--- src/rtl/control_unit_if.sv ---
// Bus bundle between the control unit and its ROM/accumulator datapath.
// The control unit is the master; the datapath side (or a bench) uses the slave view.
interface control_unit_if;
  logic       start;
  logic [7:0] rom_data;
  logic       acc_zero;
  logic [3:0] rom_addr;
  logic       acc_enable;
  logic [2:0] alu_op;
  logic [7:0] operand;
  logic       busy;
  logic       done;

  modport master (
    input  start, rom_data, acc_zero,
    output rom_addr, acc_enable, alu_op, operand, busy, done
  );

  modport slave (
    output start, rom_data, acc_zero,
    input  rom_addr, acc_enable, alu_op, operand, busy, done
  );
endinterface

--- src/rtl/control_unit.sv ---
// Multi-cycle FETCH/DECODE/EXECUTE sequencer for a 4-bit-PC accumulator machine.
// One instruction every three cycles, no overlap; opcode F parks the unit in HALT.
module control_unit (
  input  logic           clock,
  input  logic           reset,
  control_unit_if.master bus
);

  typedef enum logic [2:0] {
    S_IDLE,
    S_FETCH,
    S_DECODE,
    S_EXECUTE,
    S_HALT
  } state_e;

  localparam logic [3:0] OP_JMP  = 4'h7;
  localparam logic [3:0] OP_JZ   = 4'h8;
  localparam logic [3:0] OP_HALT = 4'hF;

  state_e     state_q, state_d;
  logic [3:0] pc_q, pc_d;
  logic [7:0] ir_q, ir_d;

  logic [7:0] dec_word;
  logic [3:0] dec_opcode;
  logic [3:0] dec_imm;
  logic [2:0] dec_alu_op;
  logic       dec_writes_acc;

  always_ff @(posedge clock) begin
    if (!reset) begin
      state_q <= S_IDLE;
      pc_q    <= 4'h0;
      ir_q    <= 8'h00;
    end else begin
      state_q <= state_d;
      pc_q    <= pc_d;
      ir_q    <= ir_d;
    end
  end

  // During DECODE the word is only on the ROM bus; in EXECUTE it comes from ir_q,
  // so alu_op/operand carry the same value across both cycles.
  always_comb begin
    dec_word   = (state_q == S_DECODE) ? bus.rom_data : ir_q;
    dec_opcode = dec_word[7:4];
    dec_imm    = dec_word[3:0];
  end

  always_comb begin
    dec_alu_op     = 3'd0;
    dec_writes_acc = 1'b0;
    case (dec_opcode)
      4'h1: begin dec_alu_op = 3'd0; dec_writes_acc = 1'b1; end
      4'h2: begin dec_alu_op = 3'd1; dec_writes_acc = 1'b1; end
      4'h3: begin dec_alu_op = 3'd2; dec_writes_acc = 1'b1; end
      4'h4: begin dec_alu_op = 3'd3; dec_writes_acc = 1'b1; end
      4'h5: begin dec_alu_op = 3'd4; dec_writes_acc = 1'b1; end
      4'h6: begin dec_alu_op = 3'd5; dec_writes_acc = 1'b1; end
      default: begin
        dec_alu_op     = 3'd0;
        dec_writes_acc = 1'b0;
      end
    endcase
  end

  always_comb begin
    state_d        = state_q;
    pc_d           = pc_q;
    ir_d           = ir_q;
    bus.rom_addr   = pc_q;
    bus.acc_enable = 1'b0;
    bus.alu_op     = 3'd0;
    bus.operand    = 8'h00;
    bus.busy       = 1'b0;
    bus.done       = 1'b0;

    case (state_q)
      S_IDLE: begin
        if (bus.start) begin
          state_d = S_FETCH;
          pc_d    = 4'h0;
        end
      end

      S_FETCH: begin
        bus.busy = 1'b1;
        state_d  = S_DECODE;
      end

      S_DECODE: begin
        bus.busy    = 1'b1;
        ir_d        = bus.rom_data;
        bus.alu_op  = dec_alu_op;
        bus.operand = {4'h0, dec_imm};
        state_d     = S_EXECUTE;
      end

      S_EXECUTE: begin
        bus.busy       = 1'b1;
        bus.alu_op     = dec_alu_op;
        bus.operand    = {4'h0, dec_imm};
        bus.acc_enable = dec_writes_acc;
        // HALT keeps pc on the halting instruction so rom_addr shows where it stopped.
        if (dec_opcode == OP_HALT) begin
          state_d = S_HALT;
        end else begin
          state_d = S_FETCH;
          if ((dec_opcode == OP_JMP) || ((dec_opcode == OP_JZ) && bus.acc_zero)) begin
            pc_d = dec_imm;
          end else begin
            pc_d = pc_q + 4'd1;
          end
        end
      end

      S_HALT: begin
        bus.done = 1'b1;
        if (bus.start) begin
          state_d = S_FETCH;
          pc_d    = 4'h0;
        end
      end

      default: begin
        state_d = S_IDLE;
      end
    endcase
  end

endmodule

--- src/flat_wrapper.sv ---
// flat-port wrapper written by rule: the top's interface ports become plain ports
module control_unit_flat 
  (clock, reset, bus_start, bus_rom_data, bus_acc_zero, bus_rom_addr, bus_acc_enable, bus_alu_op, bus_operand, bus_busy, bus_done);
  control_unit_if bus_i ();
  input  logic clock;
  input  logic reset;
  input wire logic [$bits(bus_i.start)-1:0] bus_start;
  input wire logic [$bits(bus_i.rom_data)-1:0] bus_rom_data;
  input wire logic [$bits(bus_i.acc_zero)-1:0] bus_acc_zero;
  output wire logic [$bits(bus_i.rom_addr)-1:0] bus_rom_addr;
  output wire logic [$bits(bus_i.acc_enable)-1:0] bus_acc_enable;
  output wire logic [$bits(bus_i.alu_op)-1:0] bus_alu_op;
  output wire logic [$bits(bus_i.operand)-1:0] bus_operand;
  output wire logic [$bits(bus_i.busy)-1:0] bus_busy;
  output wire logic [$bits(bus_i.done)-1:0] bus_done;
  assign bus_i.start = bus_start;
  assign bus_i.rom_data = bus_rom_data;
  assign bus_i.acc_zero = bus_acc_zero;
  assign bus_rom_addr = bus_i.rom_addr;
  assign bus_acc_enable = bus_i.acc_enable;
  assign bus_alu_op = bus_i.alu_op;
  assign bus_operand = bus_i.operand;
  assign bus_busy = bus_i.busy;
  assign bus_done = bus_i.done;
  control_unit u_core (.clock(clock), .reset(reset), .bus(bus_i));
endmodule
--- config.mk ---
export PLATFORM = sky130hd
export DESIGN_NAME = control_unit_flat
export DESIGN_NICKNAME = d
export VERILOG_FILES = /design/src/rtl/control_unit_if.sv /design/src/rtl/control_unit.sv /design/src/flat_wrapper.sv
export SDC_FILE = /design/constraint.sdc
export NUM_CORES = 1
export LEC_CHECK = 0
export CAP_MARGIN = 25
export CORE_MARGIN = 5
export CORE_UTILIZATION = 30
export CTS_BUF_LIST = sky130_fd_sc_hd__clkbuf_4 sky130_fd_sc_hd__clkbuf_8
export DETAILED_ROUTE_END_ITERATION = 8
export HOLD_SLACK_MARGIN = 0.03
export PLACE_DENSITY_LB_ADDON = 0.05
export SYNTH_ARGS = -nofsm -noshare
export SYNTH_HDL_FRONTEND = slang
export SYNTH_SLANG_ARGS = --single-unit
--- constraint.sdc ---
create_clock -name clock -period 2 [get_ports clock]
set_input_delay 0.3 -clock clock [delete_from_list [all_inputs] [get_ports clock]]
set_output_delay 0.3 -clock clock [all_outputs]
set_load 0.05 [all_outputs]
==> qor.yml, run 1 <==
status:
  outcome: "finished, violations left"
  violations: "setup timing"
global_route:
  grt-ovfl-total: 0
  grt_max_degree: 9
  grt_pass1_vias: 909
  antenna_found_initial: 0
  grt_usage_pct: 12.0
  grt_pass1_wl_mm: 3.99
final_layout:
  layout_common_cells: "buf_4 (25), clkdlybuf4s50_1 (15), dfxtp_1 (12)"
  diodes: 0
  syn_to_final_growth_pct: 75.8
  final_cells: 188
  mostFrequentLayoutCell: "buf_4"
  drive_gt1_share_pct: 41.9
  fin_nets: 169
clock_network:
  path_clk_slew_ns: 0.09
  cts_tree: "done"
  clk_latency_ns: 0.28
  cts_buffers: 3
  cts.sinks: 15
  htreeDepth: 1
  cts_root_buf: "clkbuf_4"
  clk_path_buf_depth: 2
  hold_buffers: 0
sta:
  fin_crit_ns: 2.21
  hold_viol: 0
  final.period_utilization_pct: 110
  finalClockSkew_ns: 0.00171
  worst_pin_slew_ns: 0.500
  max-slew-margin-rel_pct: 66.5
  fin_ws_ns: -0.207
  max_freq_mhz: 453
  drv_slew: 0
  holdWs_ns: 0.558
  setup_viol: 7
  rsz0062_at_grt: "yes"
worst_setup_path:
  cp_top_family: "simple AND/OR/NAND/NOR gates"
  worstPathCellList: "nor3b_2 -> buf_4 -> mux2i_4 -> or3b_4 -> a21oi_4 -> buf_12"
  cp-end-kind: "primary output"
  crit_buf_inv: 2
  crit_type: "flop to primary output"
  crit_fanout: 4
  start_kind: "flop"
  crit_slowest_cell: "or3b_4"
  cp_data_arrival_time_ns: 1.91
  max_stage_delay_ns: 0.41
  critPathRequiredTime_ns: 1.70
route:
  dr_wl_met2_mm: 1.23
  drc_errors: 0
  num_vias: 930
  dr.pass1.iters: 4
  wl_met1_mm: 1.19
  highest_layer: "met4"
  routed-wl-met3_um: 70
  wl_per_cell_um: 13.4
  drt_iter0_markers: 33
  postRouteAntennaNets: 0
  vias_per_cell: 4.95
  wl_mm: 2.51
placed_design:
  dp_hpwl_mm: 1.92
  place_inst: 178
  gp_congestion: 0.771
  port_buffers: 25
die:
  initial_utilization_pct: 30.7
  fp.dieH_um: 65.2
  core-area_um2: 2980
  die_x_um: 65.2
  io_pins: 30
  num_rows: 20
  die-area_um2: 4250
power_and_ir_drop:
  ir_drop_uv: 391
  power_leakage_uw: 0.000597
  powerDensity_nw_per_um2: 889
synth:
  netlist_area_um2: 915
  ys_ff_latch: 15
  synth_cells: 106
  synth_top_area_cell: "dfxtp_1"
  synth.top_cell.area_share_pct: 32.8
  synthTopCellsByArea: "dfxtp_1 (33%), mux2i_1 (7.7%), nor2b_1 (6.2%), a221o_1 (4.4%), buf_4 (4.1%)"
  syn_avg_cell_area_um2: 8.63
  ys_seq_area_share_pct: 32.8
  ys.warnings.count: 0
  synth_cell_types: 37
flow_run:
  maxCapViolations: 0
hold_path:
  holdCritPathClass: "flop to flop"
[final cells by class]
class | instances | area, um2
repair buffers | 49 | 518
flip-flops and latches | 15 | 304
inverters | 1 | 3.75
multi-input cells | 86 | 711
fillers | 288 | 1370
well taps | 33 | 41.3
clock buffers | 4 | 30.0
[cell usage after synthesis]
cell / count
ha_1: 1
and3_1: 1
and2_1: 1
nand3b_1: 1
nor4_1: 1
o21ai_0: 1
nand3_1: 3
a211oi_2: 2
nand4b_1: 1
nor3b_1: 3
dfxtp_1: 15
or4bb_1: 2
or2b_1: 1
xnor2_1: 2
nor2_1: 10
nand4_1: 1
or3b_1: 1
buf_2: 1
buf_4: 5
or3b_4: 1
nor3_1: 3
o22ai_1: 1
conb_1: 1
and4bb_2: 1
a211oi_1: 2
a21boi_0: 1
nand2b_1: 3
mux2i_1: 7
a31oi_1: 1
a21oi_1: 5
nor2b_1: 9
inv_1: 1
o22a_4: 1
a221o_1: 4
nand2_1: 10
or2_2: 1
clkbuf_1: 1
[stage by stage]
stage / setup WS (ns) / cell area (um2) / TNS, ns / util, % / power, uW
after floorplan: -0.114 / 997 / -0.185 / - / 839
after global placement: -0.202 / 1440 / -0.756 / 48.4 / 1090
after detailed placement: -0.196 / 1440 / -0.823 / 48.4 / 1090
after CTS: -0.221 / 1520 / -0.564 / 51.1 / 1340
after global routing: -0.323 / 1610 / -1.37 / 54.0 / 1520
final: -0.207 / 1610 / -0.435 / 54.0 / 1430
[registers in the layout, summed over array words and instances, names as in the netlist]
register / flops
u_core.bus.rom_addr: 4
u_core.ir_q: 8
u_core.state_q: 3
[path summary, 6_finish.rpt]
| path | startpoint | end | slack, ns | cells after the start |
|---|---|---|---|---|
| max | u_core.state_q[0] | bus_alu_op[1] | -0.21 | 6 |
| min | u_core.bus.rom_addr[3] | u_core.bus.rom_addr[3] | 0.56 | 1 |
| max reg2reg | u_core.state_q[0] | u_core.bus.rom_addr[3] | 0.17 | 8 |
| min reg2reg | u_core.bus.rom_addr[3] | u_core.bus.rom_addr[3] | 0.56 | 1 |
[where the power goes]
part / total (uW) / switching [uW] / internal, uW
combinational: 857 / 429 / 428
clock: 184 / 93.6 / 90.8
sequential: 389 / 45.6 / 343
total: 1430 / 568 / 862
[cell families after synthesis]
| group | Yosys count | share of synthesized area (%) |
|---|---|---|
| simple gates | 54 | 34.2 |
| compound gates | 18 | 16.1 |
| flops | 15 | 32.8 |
| buf+inv | 8 | 5.47 |
| mux | 7 | 7.66 |
| xor+xnor | 2 | 1.92 |
| fa+ha+maj | 1 | 1.37 |
| other cells | 1 | 0.410 |
[layer usage]
| metal | up-vias | global-route usage [%] |
|---|---|---|
| li1 | 479 | - |
| met1 | 436 | 15.6 |
| met2 | 13 | 19.5 |
| met3 | 2 | 2.39 |
| met4 | 0 | 4.66 |
| met5 | - | 0 |
[what timing repair did]
action / 4_1_cts / 5_1_grt
gates cloned: 0 / 0
endpoints found under the hold margin: 0 / 0
buffers inserted: 0 / 7
resized for setup: 10 / 12
setup endpoints to repair: 8 / 8
pin swaps: 0 / 1
(Power assumes the default switching activity.)
==> run 2: changes to the inputs <==
- GPL_TIMING_DRIVEN: unset -> 0
- PLACE_DENSITY: unset -> 0.66
- PLACE_DENSITY_LB_ADDON: 0.05 -> unset
==> qor.yml, run 2 (synthesis results as in run 1) <==
worst_setup_path:
  r2r_start: "u_core.state_q[2]"  # was u_core.state_q[0]
  cp-end-kind: "primary output"  # unchanged
  critPathRequiredTime_ns: 1.70  # about the same
  crit_slowest_cell: "or3b_4"  # unchanged
  startpoint: "u_core.state_q[1]"  # was u_core.state_q[0]
  crit_fanout: 4  # unchanged
  start_kind: "flop"  # unchanged
  worstPathCellList: "nor3b_2 -> buf_6 -> buf_12 -> mux2i_4 -> or3b_4 -> a21oi_4 -> buf_6"  # was nor3b_2 -> buf_4 -> mux2i_4 -> or3b_4 -> a21oi_4 -> buf_12
  crit_type: "flop to primary output"  # unchanged
  max_stage_delay_ns: 0.39  # was 0.41 ns
  crit_top_cell: "buf_6"
  cp_data_arrival_time_ns: 1.93  # was 1.91 ns
die:
  die_x_um: 65.2  # unchanged
  core-area_um2: 2980  # unchanged
  initial_utilization_pct: 30.7  # unchanged
  num_rows: 20  # unchanged
  fp.dieH_um: 65.2  # unchanged
  io_pins: 30  # unchanged
  die-area_um2: 4250  # unchanged
route:
  routed-wl-met3_um: 129  # was 70 um
  drt_iter0_markers: 38  # was 33
  num_vias: 969  # was 930
  dr_wl_met2_mm: 1.37  # was 1.23 mm
  wl_mm: 2.61  # was 2.51 mm
  postRouteAntennaNets: 0  # unchanged
  drc_errors: 0  # unchanged
  vias_per_cell: 5.05  # was 4.95
  wl_per_cell_um: 13.6  # was 13.4 um
  wl_met1_mm: 1.09  # was 1.19 mm
  highest_layer: "met4"  # unchanged
  dr.pass1.iters: 4  # unchanged
placed_design:
  dp_hpwl_mm: 1.78  # was 1.92 mm
  pre_cts_ws_ns: -0.895  # was -0.196 ns
  gp_congestion: 0.830  # was 0.771
  dpl_cell_area_um2: 1290  # was 1440 um2
  port_buffers: 25  # unchanged
global_route:
  grt_max_degree: 11  # was 9
  grt_usage_pct: 12.0  # about the same
  grt-ovfl-total: 0  # unchanged
  grt_pass1_vias: 945  # was 909
  grt_pass1_wl_mm: 4.04  # was 3.99 mm
  antenna_found_initial: 0  # unchanged
clock_network:
  clk_path_buf_depth: 2  # unchanged
  clk_latency_ns: 0.28  # about the same
  cts_buffers: 3  # unchanged
  cts_tree: "done"  # unchanged
  cts.sinks: 15  # unchanged
  cts_root_buf: "clkbuf_4"  # unchanged
  htreeDepth: 1  # unchanged
  hold_buffers: 0  # unchanged
  path_clk_slew_ns: 0.10  # was 0.09 ns
power_and_ir_drop:
  total_power_uw: 1450  # was 1430 uW
  power_switching_uw: 583  # was 568 uW
  p_comb_share_pct: 60.8  # was 59.9%
  p_sw_share_pct: 40.2  # was 39.7%
  powerDensity_nw_per_um2: 905  # was 889 nW/um2
  power_leakage_uw: 0.000607  # was 0.000597 uW
  p_int_uw: 868  # was 862 uW
  seq_power_share_pct: 27.6  # was 27.2%
  ir_drop_uv: 284  # was 391 uV
  clock_power_share_pct: 11.6  # was 12.9%
final_layout:
  num-fill-cells: 274  # was 288
  top_register: "u_core.ir_q"  # unchanged
  largest_reg_flops: 8  # unchanged
  mostFrequentLayoutCell: "buf_4"  # unchanged
  finish.utilization_pct: 53.9  # was 54.0%
  fin_nets: 173  # was 169
  drive_gt1_share_pct: 42.1  # was 41.9%
  diodes: 0  # unchanged
  syn_to_final_growth_pct: 75.4  # was 75.8%
  layout_common_cells: "buf_4 (22), clkdlybuf4s50_1 (15), dfxtp_1 (12)"  # was buf_4 (25), clkdlybuf4s50_1 (15), dfxtp_1 (12)
  finalInstanceArea_um2: 1600  # was 1610 um2
sta:
  holdWs_ns: 0.551  # was 0.558 ns
  drv_slew: 0  # unchanged
  max_freq_mhz: 448  # was 453 MHz
  rsz0062_at_grt: "yes"  # unchanged
  setup_viol: 7  # unchanged
  final.period_utilization_pct: 112  # was 110%
  fin_ws_ns: -0.231  # was -0.207 ns
  finalClockSkew_ns: 0.0119  # was 0.00171 ns
  fin_crit_ns: 2.23  # was 2.21 ns
  hold_viol: 0  # unchanged
hold_path:
  hold_start: "u_core.bus.rom_addr[3]"  # unchanged
  holdCritPathClass: "flop to flop"  # unchanged
flow_run:
  maxCapViolations: 0  # unchanged
status:
  outcome: "finished, violations left"  # unchanged
  violations: "setup timing"  # unchanged
run 2: changes by cell type in the layout (fill, tap and decap cells not counted), moves of 3 or more:
cell / previous run / this run
buf_6: 0 / 11
dfxtp_2: 3 / 0
buf_4: 25 / 22
buf_12: 9 / 2
dfxtp_4: 0 / 3
run 2: routing by layer:
metal	GRT usage (%)	vias up
li1	-	488
met1	13.3	458
met2	21.9	21
met3	3.25	2
met4	3.89	0
met5	0	-
run 2: critical path: cells and delay by family, from the launching register on:
family	cells	cell delay, ns
AND/OR/NAND/NOR	2	0.55
buffers and inverters	3	0.42
flip-flops	1	0.37
multiplexers	1	0.18
AO/OA/AOI/OAI	1	0.13
run 2: final cells by class:
cell class | count | area, um2 | area share [%]
well taps | 33 | 41.3 | 2.57
clock inverters | 1 | 5.00 | 0.312
plain buffers | 6 | 45.0 | 2.81
inverters | 1 | 3.75 | 0.234
multi-input cells | 86 | 723 | 45.1
flip-flops and latches | 15 | 312 | 19.4
repair buffers | 47 | 452 | 28.2
clock buffers | 3 | 22.5 | 1.40
run 2: power by group through the flow:
stage / Combinational [uW] / Clock [uW] / Sequential [uW]
finish: 883 / 168 / 400
global route: 939 / 191 / 405
CTS: 706 / 177 / 402
detailed placement: 592 / 0 / 388
global placement: 588 / 0 / 386
floorplan: 453 / 0 / 387
run 2: path summary, 6_finish.rpt:
check	to	slack (ns)	cells after the start
hold reg to reg	u_core.bus.rom_addr[3]	0.55	1
setup / recovery	bus_alu_op[1]	-0.23	7
hold / removal	u_core.bus.rom_addr[3]	0.55	1
setup reg to reg	u_core.bus.rom_addr[0]	0.04	7
run 2: what timing repair did:
| action | 4_1_cts | 5_1_grt |
|---|---|---|
| pin swaps | 3 | 7 |
| resized for setup | 67 | 20 |
| endpoints found under the setup margin | 10 | 9 |
| setup buffers | 7 | 15 |
run 2: per-stage QoR:
step,TNS (ns),std cells
after floorplan,-0.185,109
after global placement,-4.00,167
after detailed placement,-4.28,167
after CTS,-0.464,177
after global routing,-1.32,192
final,-0.632,192
